--- src/rtl/seven_seg_pkg.sv ---
// Shared constants for the multiplexed 7-segment display blocks.
// All segment patterns are {G,F,E,D,C,B,A}, active-low.
package seven_seg_pkg;

    localparam int NUM_DIGITS = 8;

    localparam logic [6:0] SEG_OFF = 7'h7F;
    localparam logic [7:0] AN_OFF  = 8'hFF;

    // Entry 15 first so SEG_TABLE[v] selects the pattern for value v; 7 keeps segment F lit.
    localparam logic [15:0][6:0] SEG_TABLE = {
        7'h0E, 7'h06, 7'h21, 7'h46, 7'h03, 7'h08, 7'h10, 7'h00,
        7'h58, 7'h02, 7'h12, 7'h19, 7'h30, 7'h24, 7'h79, 7'h40
    };

    typedef enum logic {
        BLANK = 1'b0,
        DRIVE = 1'b1
    } scan_state_t;

endpackage

--- src/rtl/seg_hex_decode.sv ---
// Purpose: 4-bit value to active-low 7-segment pattern; decimal-only mode blanks 10-15.
// Latency: combinational.
// Backpressure: none.
module seg_hex_decode
    import seven_seg_pkg::*;
(
    input  logic [3:0] value,
    input  logic       hex_mode,
    output logic [6:0] seg
);

    always_comb begin
        seg = SEG_TABLE[value];
        if (!hex_mode && (value > 4'd9)) begin
            seg = SEG_OFF;
        end
    end

endmodule

--- src/rtl/seven_seg_scan8.sv ---
// Purpose: scans eight snapshotted digits onto shared segments and eight anodes, with a blank gap per slot.
// Latency: outputs registered from next-state values; new inputs appear only after the next frame snapshot.
// Backpressure: none; free-running scan.
module seven_seg_scan8
    import seven_seg_pkg::*;
#(
    parameter int SCAN_DIV  = 100000,
    parameter int BLANK_CYC = 1000
)
(
    input  logic        clk,
    input  logic        rst,
    input  logic [31:0] digits,
    input  logic [7:0]  dp,
    input  logic [7:0]  en_mask,
    input  logic        hex_mode,
    output logic [6:0]  seg,
    output logic        dp_n,
    output logic [7:0]  an,
    output logic        frame_start
);

    localparam int TW = $clog2(SCAN_DIV);
    localparam logic [TW-1:0] TICK_LAST  = TW'(SCAN_DIV - 1);
    localparam logic [TW-1:0] BLANK_LAST = TW'(BLANK_CYC - 1);

    logic [TW-1:0] tick_cnt;
    logic [2:0]    idx;
    scan_state_t   state;
    logic          load_pend;

    logic [31:0]   digits_s;
    logic [7:0]    dp_s;
    logic [7:0]    en_mask_s;
    logic          hex_mode_s;

    logic          slot_end;
    logic          snap;
    logic [TW-1:0] tick_nxt;
    logic [2:0]    idx_nxt;
    scan_state_t   state_nxt;
    logic [31:0]   digits_nxt;
    logic [7:0]    dp_nxt;
    logic [7:0]    en_mask_nxt;
    logic          hex_mode_nxt;
    logic [3:0]    digit_val;
    logic [6:0]    dec_seg;
    logic [7:0]    an_nxt;
    logic [6:0]    seg_nxt;
    logic          dp_n_nxt;

    assign slot_end = (tick_cnt == TICK_LAST);
    assign tick_nxt = slot_end ? '0 : tick_cnt + TW'(1);
    assign idx_nxt  = slot_end ? idx + 3'd1 : idx;

    // Snapshot on the 7->0 wrap so a frame always shows one coherent input set.
    assign snap = load_pend || (slot_end && (idx == 3'd7));

    assign digits_nxt   = snap ? digits   : digits_s;
    assign dp_nxt       = snap ? dp       : dp_s;
    assign en_mask_nxt  = snap ? en_mask  : en_mask_s;
    assign hex_mode_nxt = snap ? hex_mode : hex_mode_s;

    always_comb begin
        state_nxt = state;
        if (slot_end) begin
            state_nxt = BLANK;
        end else if ((state == BLANK) && (tick_cnt == BLANK_LAST)) begin
            state_nxt = DRIVE;
        end
    end

    assign digit_val = digits_nxt[{idx_nxt, 2'b00} +: 4];

    seg_hex_decode u_decode (
        .value    (digit_val),
        .hex_mode (hex_mode_nxt),
        .seg      (dec_seg)
    );

    always_comb begin
        an_nxt   = AN_OFF;
        seg_nxt  = SEG_OFF;
        dp_n_nxt = 1'b1;
        if ((state_nxt == DRIVE) && en_mask_nxt[idx_nxt]) begin
            an_nxt   = ~(8'h01 << idx_nxt);
            seg_nxt  = dec_seg;
            dp_n_nxt = ~dp_nxt[idx_nxt];
        end
    end

    always_ff @(posedge clk or negedge rst) begin
        if (!rst) begin
            tick_cnt    <= '0;
            idx         <= 3'd0;
            state       <= BLANK;
            load_pend   <= 1'b1;
            digits_s    <= '0;
            dp_s        <= '0;
            en_mask_s   <= '0;
            hex_mode_s  <= 1'b0;
            an          <= AN_OFF;
            seg         <= SEG_OFF;
            dp_n        <= 1'b1;
            frame_start <= 1'b0;
        end else begin
            tick_cnt    <= tick_nxt;
            idx         <= idx_nxt;
            state       <= state_nxt;
            load_pend   <= 1'b0;
            digits_s    <= digits_nxt;
            dp_s        <= dp_nxt;
            en_mask_s   <= en_mask_nxt;
            hex_mode_s  <= hex_mode_nxt;
            an          <= an_nxt;
            seg         <= seg_nxt;
            dp_n        <= dp_n_nxt;
            frame_start <= snap;
        end
    end

endmodule

--- config.mk ---
export PLATFORM = sky130hd
export DESIGN_NAME = seven_seg_scan8
export DESIGN_NICKNAME = d
export VERILOG_FILES = /design/src/rtl/seven_seg_pkg.sv /design/src/rtl/seg_hex_decode.sv /design/src/rtl/seven_seg_scan8.sv
export SDC_FILE = /design/constraint.sdc
export NUM_CORES = 1
export LEC_CHECK = 0
export ABC_AREA = 1
export BUFFER_PORTS_ARGS = -buffer_cell sky130_fd_sc_hd__clkbuf_2
export CAP_MARGIN = 20
export CORE_ASPECT_RATIO = 0.9
export CORE_MARGIN = 2
export CORE_UTILIZATION = 35
export CTS_CLUSTER_SIZE = 12
export DETAILED_ROUTE_END_ITERATION = 8
export PLACE_DENSITY = 0.59
export SYNTH_ARGS = -nofsm -noshare
export SYNTH_HDL_FRONTEND = slang
export SYNTH_SLANG_ARGS = --single-unit
--- constraint.sdc ---
create_clock -name clk -period 4.9 [get_ports clk]
set_input_delay 0.245 -clock clk [delete_from_list [all_inputs] [get_ports clk]]
set_output_delay 0.245 -clock clk [all_outputs]
set_load 0.01 [all_outputs]
; Yosys cells after proc, flatten, opt, wreduce, memory -nomap -nowiden
; Memory sizes are Yosys's and may differ from the RTL's.
; Index checks and enable logic that the tools add are counted.
[word_totals]
ff_bits = 88
word_cells = 49
n_memories = 1
romBits = 112
[classes]
n_shift = 2
eq_ne = 3
mux = 17
reduce_logical = 6
order_cmp = 3
add_sub_neg = 2
n_bitwise = 3
[memory_table]
columns = memory, depth, width, rd, rd_clocked_by_memory_dff, wr, line_no
row1 = (no name shown), 16, 7, 1, 0, 0, seg_hex_decode.sv:13  ; seg = SEG_TABLE[value];
[ops]
columns = op, count
row1 = $mux W32, 1
row2 = $shiftx A32 B6 Y4, 1
row3 = $mux W8, 3
row4 = $mux W7, 3
row5 = $add A17 B1 Y17 const B, 1
row6 = $eq A17 B10 Y1 const B, 1
row7 = $eq A17 B17 Y1 const B, 1
row8 = $mux W17, 1
row9 = $not A8 Y8, 1
row10 = $shl A1 B3 Y8 const A, 1
row11 = $bmux W1 S3, 2
row12 = $mux W1, 6
row13 = $lt A4 B5 Y1 const B, 1
row14 = $gt A4 B4 Y1 const B, 1
row15 = $logic_and A1 B1 Y1, 4
row16 = $lt A3 B4 Y1 const B, 1
row17 = $add A3 B1 Y3 const B, 1
row18 = $eq A3 B3 Y1 const B, 1
row19 = $mux W3, 1
row20 = $not A1 Y1, 2
row21 = $logic_not A1 Y1, 1
row22 = $logic_or A1 B1 Y1, 1

; Logic depth before layout (Yosys ltp)
[depth]
ltp_word = 9
depth_mapped = 24
mapped_depth_nobuf = 22

; Cells and area by module
; Synthesis repeated with hierarchy kept, for this count alone.
[hier_totals]
hier_cells = 566
hier_area_um2 = 4559.4
[by_module_without_submodules]
columns = module, n_inst, area_each_um2, seq_area_each_um2, cells_per_inst
row1 = seven_seg_scan8, 1, 4254.1, 2223.4, 511
row2 = seg_hex_decode, 1, 305.3, 0.0, 55

; Worst setup path before layout
; Ideal clock, no wire load.
[synth_timing]
path_type = flip-flop to flip-flop
start = register tick_cnt[0]
end = register seg[0]
arrival_time_ps = 2464
path_stages_with_launch = 22
setup_ps = 81
setup_slack_ps = 2354
synth_period_minus_slack_ps = 2546
cell_sequence = dfrtp_1 -> ha_1 -> nand2_1 -> inv_1 -> nand2_2 -> nor2_4 -> nand4_4 -> nand2_4 -> buf_12 -> buf_8 -> nand2_1 -> o21ai_0 -> nor2_1 -> nor2_1 -> nand2_1 -> nand2_1 -> ha_1 -> nand2_1 -> nand2_2 -> nor2_4 -> nor2_4 -> nand2_1
[synth_between]
elab_chain_len = 9
elab_cells_between_ends = 22
[synth_rtl]
columns = item, line_no
row1 = start: declaration, seven_seg_scan8.sv:27  ; logic [TW-1:0] tick_cnt;
row2 = start signal: assignment, seven_seg_scan8.sv:107  ; tick_cnt <= tick_nxt;
row3 = $eq A17 B17 Y1, seven_seg_scan8.sv:52  ; assign slot_end = (tick_cnt == TICK_LAST);
row4 = $logic_and A1 B1 Y1, seven_seg_scan8.sv:57  ; assign snap = load_pend || (slot_end && (idx == 3'd7));
row5 = $logic_or A1 B1 Y1, seven_seg_scan8.sv:57
row6 = $mux W32, seven_seg_scan8.sv:59  ; assign digits_nxt = snap ? digits : digits_s;
row7 = $shiftx A32 B6 Y4, seven_seg_scan8.sv:73  ; assign digit_val = digits_nxt[{idx_nxt, 2'b00} +: 4];
row8 = $mem_v2 Z16 W7 or $gt A4 B4 Y1 (tied branches), --
row9 = $mux W7 (not written as such) or $logic_and A1 B1 Y1 (tied branches), "seg_hex_decode.sv:13, seg_hex_decode.sv:14"
row10 = $mux W7, seg_hex_decode.sv:14  ; if (!hex_mode && (value > 4'd9)) begin
row11 = $mux W7 (*), seven_seg_scan8.sv:85  ; if ((state_nxt == DRIVE) && en_mask_nxt[idx_nxt]) begin
row12 = named net seg_nxt[0], seven_seg_scan8.sv:49  ; logic [6:0] seg_nxt;
row13 = end signal: assignment, seven_seg_scan8.sv:116  ; seg <= seg_nxt;
row14 = end: declaration, seven_seg_scan8.sv:17  ; output logic [6:0] seg,
; The timed path passes the listed nets; every way through them passes the cells marked *. The select of a mux whose other input is x is not followed.

; Worst setup path after layout
[layout_timing]
start = register tick_cnt[0]
end = register seg[5]
; The elaborated chain is that of the path after synthesis.

==> out/metrics.cfg <==
[run_status]
run_status = complete, no violations

[setup_path]
critPathRequiredTime_ns = 5.17
cp_slowest_cell = nand2_4
critical_path.most_common_cell = nand2_1
cp_max_fo = 62
crit_buf_inv = 1
path_class = register to register
path_cells = ha_1 -> nand2_1 -> inv_1 -> nand2_2 -> nor2_4 -> nand4_4 -> nand2_4 -> nand2_1 -> o21ai_0 -> nor2_1 -> nor2_1 -> nand2_1 -> nand2_1 -> ha_1 -> nand2_1 -> nand2_2 -> nor2_4 -> nor2_4 -> nand2_1
critPathCaptureType = register
cp_top_family = simple AND/OR/NAND/NOR gates
critical-path-max-stage-delay_ns = 0.70
startpoint_type = register
arrival_ns = 3.96

[cells_and_area]
fin_util_pct = 41.1
syn_to_final_growth_pct = 16.1
layout_common_cells = nand2_1, inv_1, nand3_1
fillers = 1342
nNetsFinal = 697
drive_gt1_share_pct = 24.1
n_antenna_cell = 0
final_common_cell = nand2_1

[logic_synthesis]
ys_ff_latch = 88
ys_types = 42
netlist_instances = 574
ys_seq_area_share_pct = 47.6
syn_avg_cell_area_um2 = 8.15
syn-num-nets = 633
synth_warnings = 0
synth.cell_area_um2 = 4680

[clock_tree]
clk_latency_ns = 0.34
clk_path_buf_depth = 2
cts_made_buffers = 9
postCtsResizedCells = 0
h-tree-depth = 3
clkSinkCount = 88
clkSlewWorstSetupHoldPaths_ns = 0.07
tritoncts = built
cts_root_buffer = clkbuf_16

[placement]
port_buffers = 67
post-dp-hpwl_mm = 7.67
place_congestion = 0.893
dp_slack_ns = 1.25

[hold_path]
hold_path_class = input pin to register

[global_route]
grt_pass1_wl_mm = 18.5
grt_pass1_vias = 3791
grt_usage_pct = 16.2
antenna_found_initial = 0
overflow = 0
grt_max_degree = 89

[floorplanning]
floorplan.io_pins = 68
die_x_um = 126
rows = 40
dieArea_um2 = 14300
fp.dieH_um = 114
core_um2 = 13200
start_util_pct = 35.4

[detailed_routing]
ant_nets = 0
drt_iter0_markers = 251
wl_mm = 11.0
drc = 0
vias = 3821
via_per_inst = 4.71
wl_per_cell_um = 13.5
dr.pass1.iters = 4

[pwr]
finalPower_w = 0.00167
ir_worst_vdd_uv = 150
leakage_nw = 2.78
cellPowerDensity_nw_per_um2 = 307

[timing]
hold_violations = 0
slew_headroom_pct = 52.8
worst_pin_slew_ns = 0.708
tns_ns = 0
rsz0062_at_grt = no
finalCriticalPeriod_ns = 3.69
layout_setup_ws_ns = 1.21
skew_ns = 0.0104
setup_violations = 0
slew_viol_final = 0
whs_ns = 0.133
maxClockFrequency_ghz = 0.271
period_share_pct = 75.3

[flow_run]
cap_violations = 0

where the power goes:
group | internal [W] | switching, W
Combinational | 0.0000644 | 0.000107
Clock | 0.000406 | 0.000315
Sequential | 0.000764 | 0.0000103
through the flow:
stage          cells  instance area [um^2]
2_1_floorplan    574                  4680
3_3_place_gp     793                  5080
3_5_place_dp     793                  5080
4_1_cts          809                  5390
5_1_grt          811                  5430
6_report         811                  5430
Yosys cell counts, drive strengths merged:
cell type | number | share of area (%)
mux2 | 4 | 0.96
and2 | 5 | 0.67
nand3 | 78 | 9.0
nor3 | 10 | 1.3
nand2 | 186 | 16
inv | 79 | 6.3
nor4 | 1 | 0.13
dfstp | 17 | 9.6
o21a | 1 | 0.16
nand4 | 7 | 1.3
xor2 | 4 | 0.75
nand3b | 3 | 0.48
clkbuf | 2 | 0.16
ha | 8 | 2.1
conb | 1 | 0.080
clkinv | 1 | 0.080
buf | 15 | 3.2
nor2 | 43 | 4.9
or2 | 1 | 0.13
dfrtp | 71 | 38
a21oi | 11 | 1.3
a211oi | 1 | 0.16
o21ai | 22 | 2.4
o22ai | 3 | 0.54
tightest hold or removal path, cell delays in order:
cell and delay [ns]:
clkbuf_2 0.08, nand2_1 0.04, nand2_1 0.07
sequential cells by signal, indices dropped and copies added (netlist names), 3 cells and up:
register   flops
en_mask_s      8
tick_cnt      17
dp_s           8
an             8
idx            3
seg            7
digits_s      32
path summary, 6_finish.rpt:
kind / slack (ns) / cells past startpoint / to / from
worst min register to register: 0.50 / 2 / en_mask_s[4] / en_mask_s[4]
worst min-delay path: 0.13 / 3 / digits_s[0] / digits[0]
max in group asynchronous: 3.82 / 3 / load_pend / rst
min in group asynchronous: 0.42 / 2 / tick_cnt[13] / rst
worst max-delay path: 1.21 / 19 / seg[5] / tick_cnt[0]
worst max register to register: 1.21 / 19 / seg[5] / tick_cnt[0]
cells by family after synthesis:
| family | count (synthesis) | share of synthesized area, % |
|---|---|---|
| XOR/XNOR | 4 | 0.749 |
| AO/OA/AOI/OAI | 38 | 4.63 |
| AND/OR/NAND/NOR | 334 | 34.1 |
| flip-flops | 88 | 47.6 |
| buffers and inverters | 97 | 9.74 |
| adder cells (fa/ha/maj) | 8 | 2.14 |
| other | 1 | 0.0802 |
| multiplexers | 4 | 0.963 |
cell type report:
cell class	count	area [um^2]	share of cell area [%]
Clock buffer	9	225	4.15
Inverter	80	300	5.53
Sequential cell	88	2220	41.0
Tap cell	168	210	3.87
Clock inverter	7	88.8	1.64
Multi-Input combinational cell	389	2000	36.8
Timing Repair Buffer	70	383	7.05
routing by layer:
layer  share of wire, %  GRT usage [%]  up-vias
met5                  0              0        -
met3                4.1           3.05       11
met2                 47           25.7       93
met1                 47           22.2     1795
met4                1.4           6.15        0
li1                   -              -     1922
timing repair:
| item | CTS | global route |
|---|---|---|
| hold buffers | 0 | 1 |
| buffers inserted | 0 | 0 |
| hold endpoints to repair | 0 | 34 |
Power figures use the tool's default switching activity.
